**src/rtl/sprite_frame_sched_if.sv**
```systemverilog
// Host configuration port of sprite_frame_sched: a held request with a one-cycle ack.
interface sprite_frame_sched_if;
  logic        req;
  logic [1:0]  addr;
  logic [11:0] data;
  logic        ack;

  modport master (output req, output addr, output data, input ack);
  modport slave  (input req, input addr, input data, output ack);
endinterface

```
**src/rtl/sprite_frame_sched.sv**
```systemverilog
// Frame-synchronous sprite configuration controller: double-buffered host writes are
// committed at vertical-blank entry, and the bounce offset and blink schedule advance once per frame.
module sprite_frame_sched #(
  parameter int H_ACTIVE     = 1920,
  parameter int V_ACTIVE     = 1080,
  parameter int SPRITE_SIZE  = 64,
  parameter int BOUNCE_AMP   = 32,
  parameter int BLINK_PERIOD = 256,
  parameter int BLINK_LEN    = 8
) (
  input  logic                 clk_i,
  input  logic                 rst_ni,
  input  logic                 cen_i,
  input  logic [1:0]           vh_blank_i,
  sprite_frame_sched_if.slave  cfg,
  output logic [11:0]          sprite_x_o,
  output logic [10:0]          sprite_y_o,
  output logic                 sprite_en_o,
  output logic                 blink_o,
  output logic [15:0]          frame_cnt_o,
  output logic                 commit_o,
  output logic                 busy_o
);

  localparam int PW = (2 * BOUNCE_AMP > 2) ? $clog2(2 * BOUNCE_AMP) : 1;
  localparam logic [11:0] X_MAX = 12'(H_ACTIVE - SPRITE_SIZE);
  localparam logic [10:0] Y_MAX = 11'(V_ACTIVE - SPRITE_SIZE);
  localparam logic [11:0] X_RST = 12'(H_ACTIVE / 2 - SPRITE_SIZE / 2);
  localparam logic [10:0] Y_RST = 11'(V_ACTIVE / 2 - SPRITE_SIZE / 2);

  typedef enum logic [1:0] {IDLE, PENDING, COMMIT} state_t;

  state_t        state_q, state_d;
  logic          vblank_q, vblank_d;
  logic          ack_q, ack_d;
  logic          commit_q, commit_d;
  logic          busy_q, busy_d;
  logic [11:0]   px_q, px_d, ax_q, ax_d;
  logic [10:0]   py_q, py_d, ay_q, ay_d;
  logic          pen_q, pen_d, aen_q, aen_d;
  logic          pauto_q, pauto_d, aauto_q, aauto_d;
  logic [PW-1:0] p_q, p_d;
  logic [15:0]   frame_q, frame_d;
  logic [10:0]   y_q, y_d;
  logic          blink_q, blink_d;
  logic          fe;
  logic          accept;
  logic [10:0]   tri_off;

  always_comb begin
    state_d  = state_q;
    vblank_d = vblank_q;
    ack_d    = ack_q;
    commit_d = commit_q;
    px_d     = px_q;
    py_d     = py_q;
    pen_d    = pen_q;
    pauto_d  = pauto_q;
    ax_d     = ax_q;
    ay_d     = ay_q;
    aen_d    = aen_q;
    aauto_d  = aauto_q;
    p_d      = p_q;
    frame_d  = frame_q;

    fe = cen_i && vh_blank_i[1] && !vblank_q;
    // A frame event in PENDING belongs to the commit, so a simultaneous write waits
    accept = cen_i && cfg.req && !ack_q && (state_q != COMMIT) &&
             !((state_q == PENDING) && fe);

    if (cen_i) begin
      vblank_d = vh_blank_i[1];
      ack_d    = accept;
      commit_d = 1'b0;

      if (accept) begin
        case (cfg.addr)
          2'd0:    px_d = (cfg.data > X_MAX) ? X_MAX : cfg.data;
          2'd1:    py_d = (cfg.data[10:0] > Y_MAX) ? Y_MAX : cfg.data[10:0];
          2'd2:    {pauto_d, pen_d} = cfg.data[1:0];
          default: ;
        endcase
      end

      if (fe) begin
        frame_d = frame_q + 16'd1;
        if (aauto_q) p_d = (p_q == PW'(2 * BOUNCE_AMP - 1)) ? '0 : p_q + 1'b1;
      end

      case (state_q)
        IDLE:    if (accept && (cfg.addr == 2'd3)) state_d = PENDING;
        PENDING: if (fe) begin
                   state_d  = COMMIT;
                   commit_d = 1'b1;
                 end
        COMMIT:  begin
                   ax_d    = px_q;
                   ay_d    = py_q;
                   aen_d   = pen_q;
                   aauto_d = pauto_q;
                   state_d = IDLE;
                 end
        default: state_d = IDLE;
      endcase
    end

    busy_d = (state_d != IDLE);

    // Outputs are registered from next-state values so they move with the counters
    tri_off = (p_d < PW'(BOUNCE_AMP)) ? 11'(p_d) : 11'(2 * BOUNCE_AMP - 1) - 11'(p_d);
    if (aauto_d) y_d = (tri_off > ay_d) ? 11'd0 : ay_d - tri_off;
    else         y_d = ay_d;
    blink_d = aen_d &&
              ((frame_d & 16'(BLINK_PERIOD - 1)) >= 16'(BLINK_PERIOD - BLINK_LEN));
  end

  always_ff @(posedge clk_i or negedge rst_ni) begin
    if (!rst_ni) begin
      state_q  <= IDLE;
      vblank_q <= 1'b0;
      ack_q    <= 1'b0;
      commit_q <= 1'b0;
      busy_q   <= 1'b0;
      px_q     <= X_RST;
      py_q     <= Y_RST;
      pen_q    <= 1'b1;
      pauto_q  <= 1'b1;
      ax_q     <= X_RST;
      ay_q     <= Y_RST;
      aen_q    <= 1'b1;
      aauto_q  <= 1'b1;
      p_q      <= '0;
      frame_q  <= 16'd0;
      y_q      <= Y_RST;
      blink_q  <= 1'b0;
    end else begin
      state_q  <= state_d;
      vblank_q <= vblank_d;
      ack_q    <= ack_d;
      commit_q <= commit_d;
      busy_q   <= busy_d;
      px_q     <= px_d;
      py_q     <= py_d;
      pen_q    <= pen_d;
      pauto_q  <= pauto_d;
      ax_q     <= ax_d;
      ay_q     <= ay_d;
      aen_q    <= aen_d;
      aauto_q  <= aauto_d;
      p_q      <= p_d;
      frame_q  <= frame_d;
      y_q      <= y_d;
      blink_q  <= blink_d;
    end
  end

  assign cfg.ack     = ack_q;
  assign commit_o    = commit_q;
  assign busy_o      = busy_q;
  assign sprite_x_o  = ax_q;
  assign sprite_y_o  = y_q;
  assign sprite_en_o = aen_q;
  assign blink_o     = blink_q;
  assign frame_cnt_o = frame_q;

endmodule

```
**src/flat_wrapper.sv**
```systemverilog
// flat-port wrapper written by rule: the top's interface ports become plain ports
module sprite_frame_sched_flat 
#(
  parameter int H_ACTIVE     = 1920,
  parameter int V_ACTIVE     = 1080,
  parameter int SPRITE_SIZE  = 64,
  parameter int BOUNCE_AMP   = 32,
  parameter int BLINK_PERIOD = 256,
  parameter int BLINK_LEN    = 8
)
  (clk_i, rst_ni, cen_i, vh_blank_i, sprite_x_o, sprite_y_o, sprite_en_o, blink_o, frame_cnt_o, commit_o, busy_o, cfg_req, cfg_addr, cfg_data, cfg_ack);
  sprite_frame_sched_if cfg_i ();
  input  logic clk_i;
  input  logic rst_ni;
  input  logic cen_i;
  input  logic [1:0] vh_blank_i;
  output logic [11:0] sprite_x_o;
  output logic [10:0] sprite_y_o;
  output logic sprite_en_o;
  output logic blink_o;
  output logic [15:0] frame_cnt_o;
  output logic commit_o;
  output logic busy_o;
  input wire logic [$bits(cfg_i.req)-1:0] cfg_req;
  input wire logic [$bits(cfg_i.addr)-1:0] cfg_addr;
  input wire logic [$bits(cfg_i.data)-1:0] cfg_data;
  output wire logic [$bits(cfg_i.ack)-1:0] cfg_ack;
  assign cfg_i.req = cfg_req;
  assign cfg_i.addr = cfg_addr;
  assign cfg_i.data = cfg_data;
  assign cfg_ack = cfg_i.ack;
  sprite_frame_sched #(.H_ACTIVE(H_ACTIVE), .V_ACTIVE(V_ACTIVE), .SPRITE_SIZE(SPRITE_SIZE), .BOUNCE_AMP(BOUNCE_AMP), .BLINK_PERIOD(BLINK_PERIOD), .BLINK_LEN(BLINK_LEN)) u_core (.clk_i(clk_i), .rst_ni(rst_ni), .cen_i(cen_i), .vh_blank_i(vh_blank_i), .cfg(cfg_i), .sprite_x_o(sprite_x_o), .sprite_y_o(sprite_y_o), .sprite_en_o(sprite_en_o), .blink_o(blink_o), .frame_cnt_o(frame_cnt_o), .commit_o(commit_o), .busy_o(busy_o));
endmodule
```
**config.mk**
```make
export PLATFORM = sky130hd
export DESIGN_NAME = sprite_frame_sched_flat
export DESIGN_NICKNAME = d
export VERILOG_FILES = /design/src/rtl/sprite_frame_sched_if.sv /design/src/rtl/sprite_frame_sched.sv /design/src/flat_wrapper.sv
export SDC_FILE = /design/constraint.sdc
export NUM_CORES = 1
export LEC_CHECK = 0
export CAP_MARGIN = 20
export CORE_MARGIN = 2
export CORE_UTILIZATION = 30
export CTS_CLUSTER_DIAMETER = 100
export DETAILED_ROUTE_END_ITERATION = 12
export PLACE_DENSITY = 0.5
export SETUP_SLACK_MARGIN = 0.15
export SYNTH_ARGS = -nofsm -noshare
export SYNTH_HDL_FRONTEND = slang
export SYNTH_SLANG_ARGS = --single-unit
```
**constraint.sdc**
```tcl
create_clock -name clk_i -period 10.25 [get_ports clk_i]
set_input_delay 1.5375 -clock clk_i [delete_from_list [all_inputs] [get_ports clk_i]]
set_output_delay 1.5375 -clock clk_i [all_outputs]
set_load 0.1 [all_outputs]
```
Yosys cells after proc, flatten, opt, wreduce, memory -nomap -nowiden
Cells that the tools add are included.

$add $sub $neg: 4. $lt $le $gt $ge: 5. Equal/unequal tests: 7. Multiplexer cells: 23. Reduce and logical (&&, ||, !) cells: 20.

Operator list (count): 11-bit 2-to-1 mux (6); 6-bit 2-to-1 mux (4); 16-bit by 1-bit adder with 16-bit output (second input constant) (1); 8-bit 2-to-1 mux (2); 12-bit by 11-bit > comparator with 1-bit output (second input constant) (1); 12-bit 2-to-1 mux (1); 11-bit by 10-bit > comparator with 1-bit output (second input constant) (1); 11-bit > comparator (1); 11-bit subtractor (1); 1-bit logical AND (9); 3-bit AND reduction (3); 8-bit greater-or-equal comparator (second input constant) (1); 6-bit by 6-bit subtractor with 7-bit output (first input constant) (1); 6-bit by 1-bit adder with 6-bit output (second input constant) (1); 2-bit == test (second input constant) (3); 6-bit == test (second input constant) (1); 6-bit < comparator (second input constant) (1); 1-bit 2-to-1 mux (6); 2-bit 2-to-1 mux (3); 2-bit by 1-bit == test with 1-bit output (second input constant) (2); 2-bit logical NOT (2); 2-bit case mux with 2 select lines (1); 2-bit AND reduction (2); 1-bit logical NOT (3); 2 further kinds (2).

Flip-flop bits (word level): 90. Input bits: 20. Word-level logic and storage cells: 77.

Logic depth before layout (Yosys ltp)
Depth in word-level cells: 10. Gate-level depth with buffers: 15. Depth with buffers taken out: 13.

Least setup slack after synthesis
Ideal clock, no wire load.

Path kind: in2reg. Start point: in cen_i. End point: reg u_core.y_q[10] (netlist: u_core.sprite_y_o[10]). Library setup time: 127 ps. Arrival: 4214 ps. Data required time: 10123 ps. Setup slack: 5908 ps. Stages on the path: 14. Path through: buf_6 and4b_1 buf_4 nand4_1 o21ai_2 xor2_1 ha_1 inv_1 fa_1 a211o_1 a21oi_1 nand4_2 nor2_1 mux2_1.

Longest elaborated chain between the ends: 9. Elaborated cells on any way between the ends: 13. Classes of those cells: add/sub (2); order compare (2); mux (7); reduce/logical (2).

RTL lines: from (decl) (line flat_wrapper.sv:15) `input logic cen_i;`; 1-bit logical AND (2 in a row) (line sprite_frame_sched.sv:66) `fe = cen_i && vh_blank_i[1] && !vblank_q;`; 6-bit 2-to-1 mux (line sprite_frame_sched.sv:85) `if (fe) begin`; 6-bit 2-to-1 mux (*) (line sprite_frame_sched.sv:71) `if (cen_i) begin`; via u_core.p_d[5] (line sprite_frame_sched.sv:42) `logic [PW-1:0] p_q, p_d;`; 6-bit by 6-bit subtractor with 7-bit output / 6-bit < comparator (equally long branches) (line sprite_frame_sched.sv:110) `tri_off = (p_d < PW'(BOUNCE_AMP)) ? 11'(p_d) : 11'(2 * BOUNCE_AMP - 1) - 11'(p_d);`; 11-bit 2-to-1 mux (*) (line sprite_frame_sched.sv:110); 11-bit subtractor / 11-bit > comparator (equally long branches) (line sprite_frame_sched.sv:111) `if (aauto_d) y_d = (tri_off > ay_d) ? 11'd0 : ay_d - tri_off;`; 11-bit 2-to-1 mux (*) (2 in a row) (line sprite_frame_sched.sv:111); via u_core.y_d[10] (line sprite_frame_sched.sv:44) `logic [10:0] y_q, y_d;`; to (signal assigned) (line sprite_frame_sched.sv:152) `y_q <= y_d;`; to (decl) (line sprite_frame_sched.sv:44).

Mark *: on every way through the listed nets, which the timed path passes. The rest lies on a longest branch. A chain may end at the register's enable or synchronous reset.

Final worst setup path
Same ends and word-level chain as after synthesis.

==> results.txt <==
- Avg Inst Size Synth: 11.28 sq um
- Global-route wire length before repair: 15.13 mm
- The synthesized design devotes to its leading area cell type 33.19% of total area.
- Synth Net Count: 410
- Dividing the detail-routed wire length by the instance count gives 14.36 microns.
- Post-CTS timing repair inserted 0 buffers for setup.
- Using the TritonRoute via totals, the vias-per-cell ratio works out to 4.810.
- Counting instances in the post-synthesis netlist gives the leading cell types as sky130_fd_sc_hd__dfrtp_1 (57), sky130_fd_sc_hd__nand2_1 (36), sky130_fd_sc_hd__dfstp_2 (33), sky130_fd_sc_hd__nor2_1 (31), sky130_fd_sc_hd__mux2_2 (22).
* Wire length reported by the detailed router: 8.976 mm
- Total routing resource utilization after global routing: 12.80%
- Post-cts resize count: 0
- Grt ovf: 0
- Synth Cell Area: 4298 sq um
* Pin count of the biggest net entering global routing: 71
- Largest area contributor in the netlist: sky130_fd_sc_hd__dfrtp_1
* Peak Freq: 196.6 MHz
- Clock tree from TritonCTS: built
* Number of antenna violations at the first check in global routing: 0
- Fraction of power spent switching nets: 43.64%
* Highest-delay cell along the critical path: sky130_fd_sc_hd__clkdlybuf4s50_1
- After legalization and detailed placement, the total HPWL measured 6.347 mm.
- The final hold violation count came to 0.
- Total Negative Setup Slacks: 0 ns
- Setup repair after global routing left no endpoint under its margin.
* Kind of launch point of the worst setup path: primary input
* Power per standard cell area: 283.0 nW/um^2
* Worst hold path depth: 2
- Clk pwr share: 21.3%
- Antenna-violating nets left: 0
* Element type at the critical path end: register
- Launch point of the worst reg-to-reg path: u_core.aauto_q
- Sequential cells were found to cover 53.36% of the synthesized design area.
- Cell-internal power: 853.2 uW
* Total design power: 1514 uW
- For this run, the post-layout net count is 470.
- Detailed-routing iteration count for the pre-antenna-repair pass: 4
- Fraction of layout cells with a size suffix above 1: 20.67%
- The signal on the critical path passes through clkdlybuf4s50_1, and3b_1, nand2_1, a311oi_1, a21o_1, xor2_1, ha_1, inv_1, fa_1, a211o_1, a21oi_1, nand4_2, nor2_1, mux2_1.
- 0 antenna diodes ended up in the layout.
* Clock buffer depth: 2
- Sequential cells burn 34.9% of the power.
* Total of flip-flops plus latches after synthesis: 90
- R2r setup slk: 6.61 ns
- Die area: 15300 sq um
* Number of top-level pins: 64
- Number of pins with negative max-slew slack in the final report: 0
- Worst max-slew margin expressed relative to the limit: 32.37%
* Core region area: 13930 sq um
- Critical Path Max Stage Delay: 0.73 ns
- Dominant cell by count in the synthesized netlist: sky130_fd_sc_hd__dfrtp_1
- The final critical path takes up 49.61% of the cycle.
- Leakage: 0.002291 uW
* Count of unresolved DRC violations after routing: 0
- Starting utilization of the core area: 30.84%
- During synthesis, Yosys emitted a total of 0 warnings.
* Maximum fanout along the worst path: 11
- Max_cap viols: 0
* Time the worst path needs with I/O delays and setup: 5.085 ns
* Post-synth top flop: sky130_fd_sc_hd__dfrtp_1
- The H-tree was split into 3 levels.
* Number of different library cells in the post-synthesis netlist: 65
* Share of synthesized registers carrying an async set or reset: 100.0%
- The path class of the tightest hold or removal check is register to register.
- The synthesized design contains 0 enable-type register cells.
- Required time of the worst setup path: 10.48 ns
* Clock Skews: 0.005398 ns
- Final weighted congestion of routability-driven global placement: 0.7777
- The die is 123.7 microns tall.
* Endpoint, Worst Hold: u_core.px_q[5]
* Maximum ir drop on the vdd rail: 200.0 uV
- Setup violations remaining at the end of the flow were counted as 0.
* Vias in the first global route: 3060
* CTS clk-pin slew, worst paths: 0.06 ns
* Clock buffer count from CTS: 9
- Data arrival time of the worst path: 5.31 ns
- The routed layout has 3006 vias.
- Layout overhead on the synthesized area: 24.45%
* Root buffer selected by CTS: sky130_fd_sc_hd__clkbuf_16
* Syn Inst Count: 381
- CTS saw 90 sinks.
- Critical R2R Capture: u_core.sprite_y_o[10]
* Clock latency reported for the late side of the worst-skew pair: 0.34 ns
* Hold path startpoint: u_core.px_q[5]
- Run status: complete, no violations
- The critical path is of the primary input to register type.
- PortBufs: 62
- By area the synthesized netlist is led by sky130_fd_sc_hd__dfrtp_1 (33%), sky130_fd_sc_hd__dfstp_2 (20%), sky130_fd_sc_hd__mux2_2 (5.8%), sky130_fd_sc_hd__xnor2_1 (3.9%), sky130_fd_sc_hd__nand2_1 (3.1%).
* Number of rows in the core area: 43
* Floorplan die width: 123.7 microns
- Worst r2r path cells: 13
- Worst Max-Slew Pin Slew: 1.011 ns
- Reported net switching power: 660.6 uW
* Count of hold-fix buffers inserted at cts: 0
- The first routing iteration left 154 violations.
* Combinational cell fraction of total power: 43.8%
==> power groups by stage <==
| stage | Combinational (uW) | Clock, uW | Sequential [uW] |
|---|---|---|---|
| 6_report | 662 | 323 | 529 |
| 5_1_grt | 711 | 350 | 542 |
| 4_1_cts | 670 | 336 | 531 |
| 3_5_place_dp | 668 | 0 | 536 |
| 3_3_place_gp | 665 | 0 | 533 |
| 2_1_floorplan | 236 | 0 | 809 |
==> worst max-delay path: cells and delay by family <==
kind                       cells  cell delay, ns
AOI/OAI and AO/OA              4            0.99
xor gates and xnor gates       1            0.17
adders and majority gates      2            0.62
buffers and inverters          2            0.79
muxes                          1            0.33
and+or+nand+nor                4            0.87
==> cells in the final DEF, fill, tap and decap left out, types with 3 or more instances in the layout <==
master / Yosys / final
sky130_fd_sc_hd__clkbuf_16: 0 / 9
sky130_fd_sc_hd__mux2_2: 22 / 22
sky130_fd_sc_hd__dfrtp_1: 57 / 57
sky130_fd_sc_hd__o31ai_1: 3 / 3
sky130_fd_sc_hd__a21oi_1: 17 / 17
sky130_fd_sc_hd__dfstp_2: 33 / 33
sky130_fd_sc_hd__nand3_1: 10 / 10
sky130_fd_sc_hd__and3_1: 7 / 7
sky130_fd_sc_hd__nor2b_1: 3 / 3
sky130_fd_sc_hd__nand4_1: 10 / 10
sky130_fd_sc_hd__o21a_1: 3 / 3
sky130_fd_sc_hd__nor3_1: 8 / 8
sky130_fd_sc_hd__and2_1: 5 / 5
sky130_fd_sc_hd__nand2_1: 36 / 36
sky130_fd_sc_hd__inv_1: 11 / 11
sky130_fd_sc_hd__o21ai_0: 12 / 12
sky130_fd_sc_hd__clkbuf_8: 0 / 4
sky130_fd_sc_hd__clkdlybuf4s50_1: 0 / 61
sky130_fd_sc_hd__mux2i_4: 3 / 3
sky130_fd_sc_hd__nor2_1: 31 / 31
sky130_fd_sc_hd__ha_1: 8 / 8
sky130_fd_sc_hd__o21ai_1: 11 / 11
sky130_fd_sc_hd__xnor2_1: 19 / 19
sky130_fd_sc_hd__a21o_1: 3 / 3
sky130_fd_sc_hd__mux2i_1: 5 / 5
sky130_fd_sc_hd__xor2_1: 6 / 6
==> sequential cells by signal, indices dropped and copies added (netlist names) <==
register,flops
u_core.aauto_q,1
u_core.ay_q,11
u_core.blink_o,1
u_core.busy_o,1
u_core.cfg.ack,1
u_core.commit_o,1
u_core.frame_cnt_o,16
u_core.p_q,6
u_core.pauto_q,1
u_core.pen_q,1
u_core.px_q,12
u_core.py_q,11
u_core.sprite_en_o,1
u_core.sprite_x_o,12
u_core.sprite_y_o,11
u_core.state_q,2
u_core.vblank_q,1
==> cell families (layout without fill, tap and decap cells) <==
family / Yosys count / count (layout) / share of synthesized area (%)
flip-flops: 90 / 90 / 53.36
adder cells (fa/ha/maj): 9 / 9 / 2.795
AO/OA/AOI/OAI: 68 / 68 / 10.25
AND/OR/NAND/NOR: 130 / 130 / 16.19
XOR/XNOR: 25 / 25 / 5.095
buffers and inverters: 28 / 92 / 3.552
multiplexers: 31 / 31 / 8.763
==> routing by layer <==
metal	wire length [microns]	track usage, %
met2	4305	20.88
met1	4099	15.86
met3	415	3.709
met5	0	0
met4	155	5.327
==> cell type report <==
cell class	count	area, sq um
Timing Repair Buffer	64	636.9
Multi-Input combinational cell	263	1852
Clock inverter	2	10.01
Fill cell	1373	8586
Clock buffer	13	280.3
Inverter	13	51.30
Tap cell	180	225.2
Sequential cell	90	2293
==> worst max-delay path by stage <==
stage / startpoint / end / cells past startpoint
6_report: cen_i / u_core.sprite_y_o[10] / 14
5_1_grt: cen_i / u_core.sprite_y_o[10] / 14
4_1_cts: cen_i / u_core.sprite_y_o[10] / 14
3_5_place_dp: cen_i / u_core.sprite_y_o[10] / 14
3_3_place_gp: cen_i / u_core.sprite_y_o[10] / 14
2_1_floorplan: cen_i / u_core.sprite_y_o[10] / 14
==> per-stage QoR <==
stage | setup slack, ns | area [sq um] | hold WS [ns] | util, % | instances
detailed placement | 4.812 | 5047 | 0.4544 | 36.22 | 609
finish | 5.165 | 5349 | 0.4602 | 38.39 | 625
CTS | 5.173 | 5338 | 0.4635 | 38.30 | 624
global route | 4.867 | 5349 | 0.4803 | 38.39 | 625
global placement | 4.859 | 5047 | 0.4503 | 36.22 | 609
floorplan | 5.908 | 4298 | 0.4405 | - | 381
No activity file was read; power rests on OpenSTA's default activity.
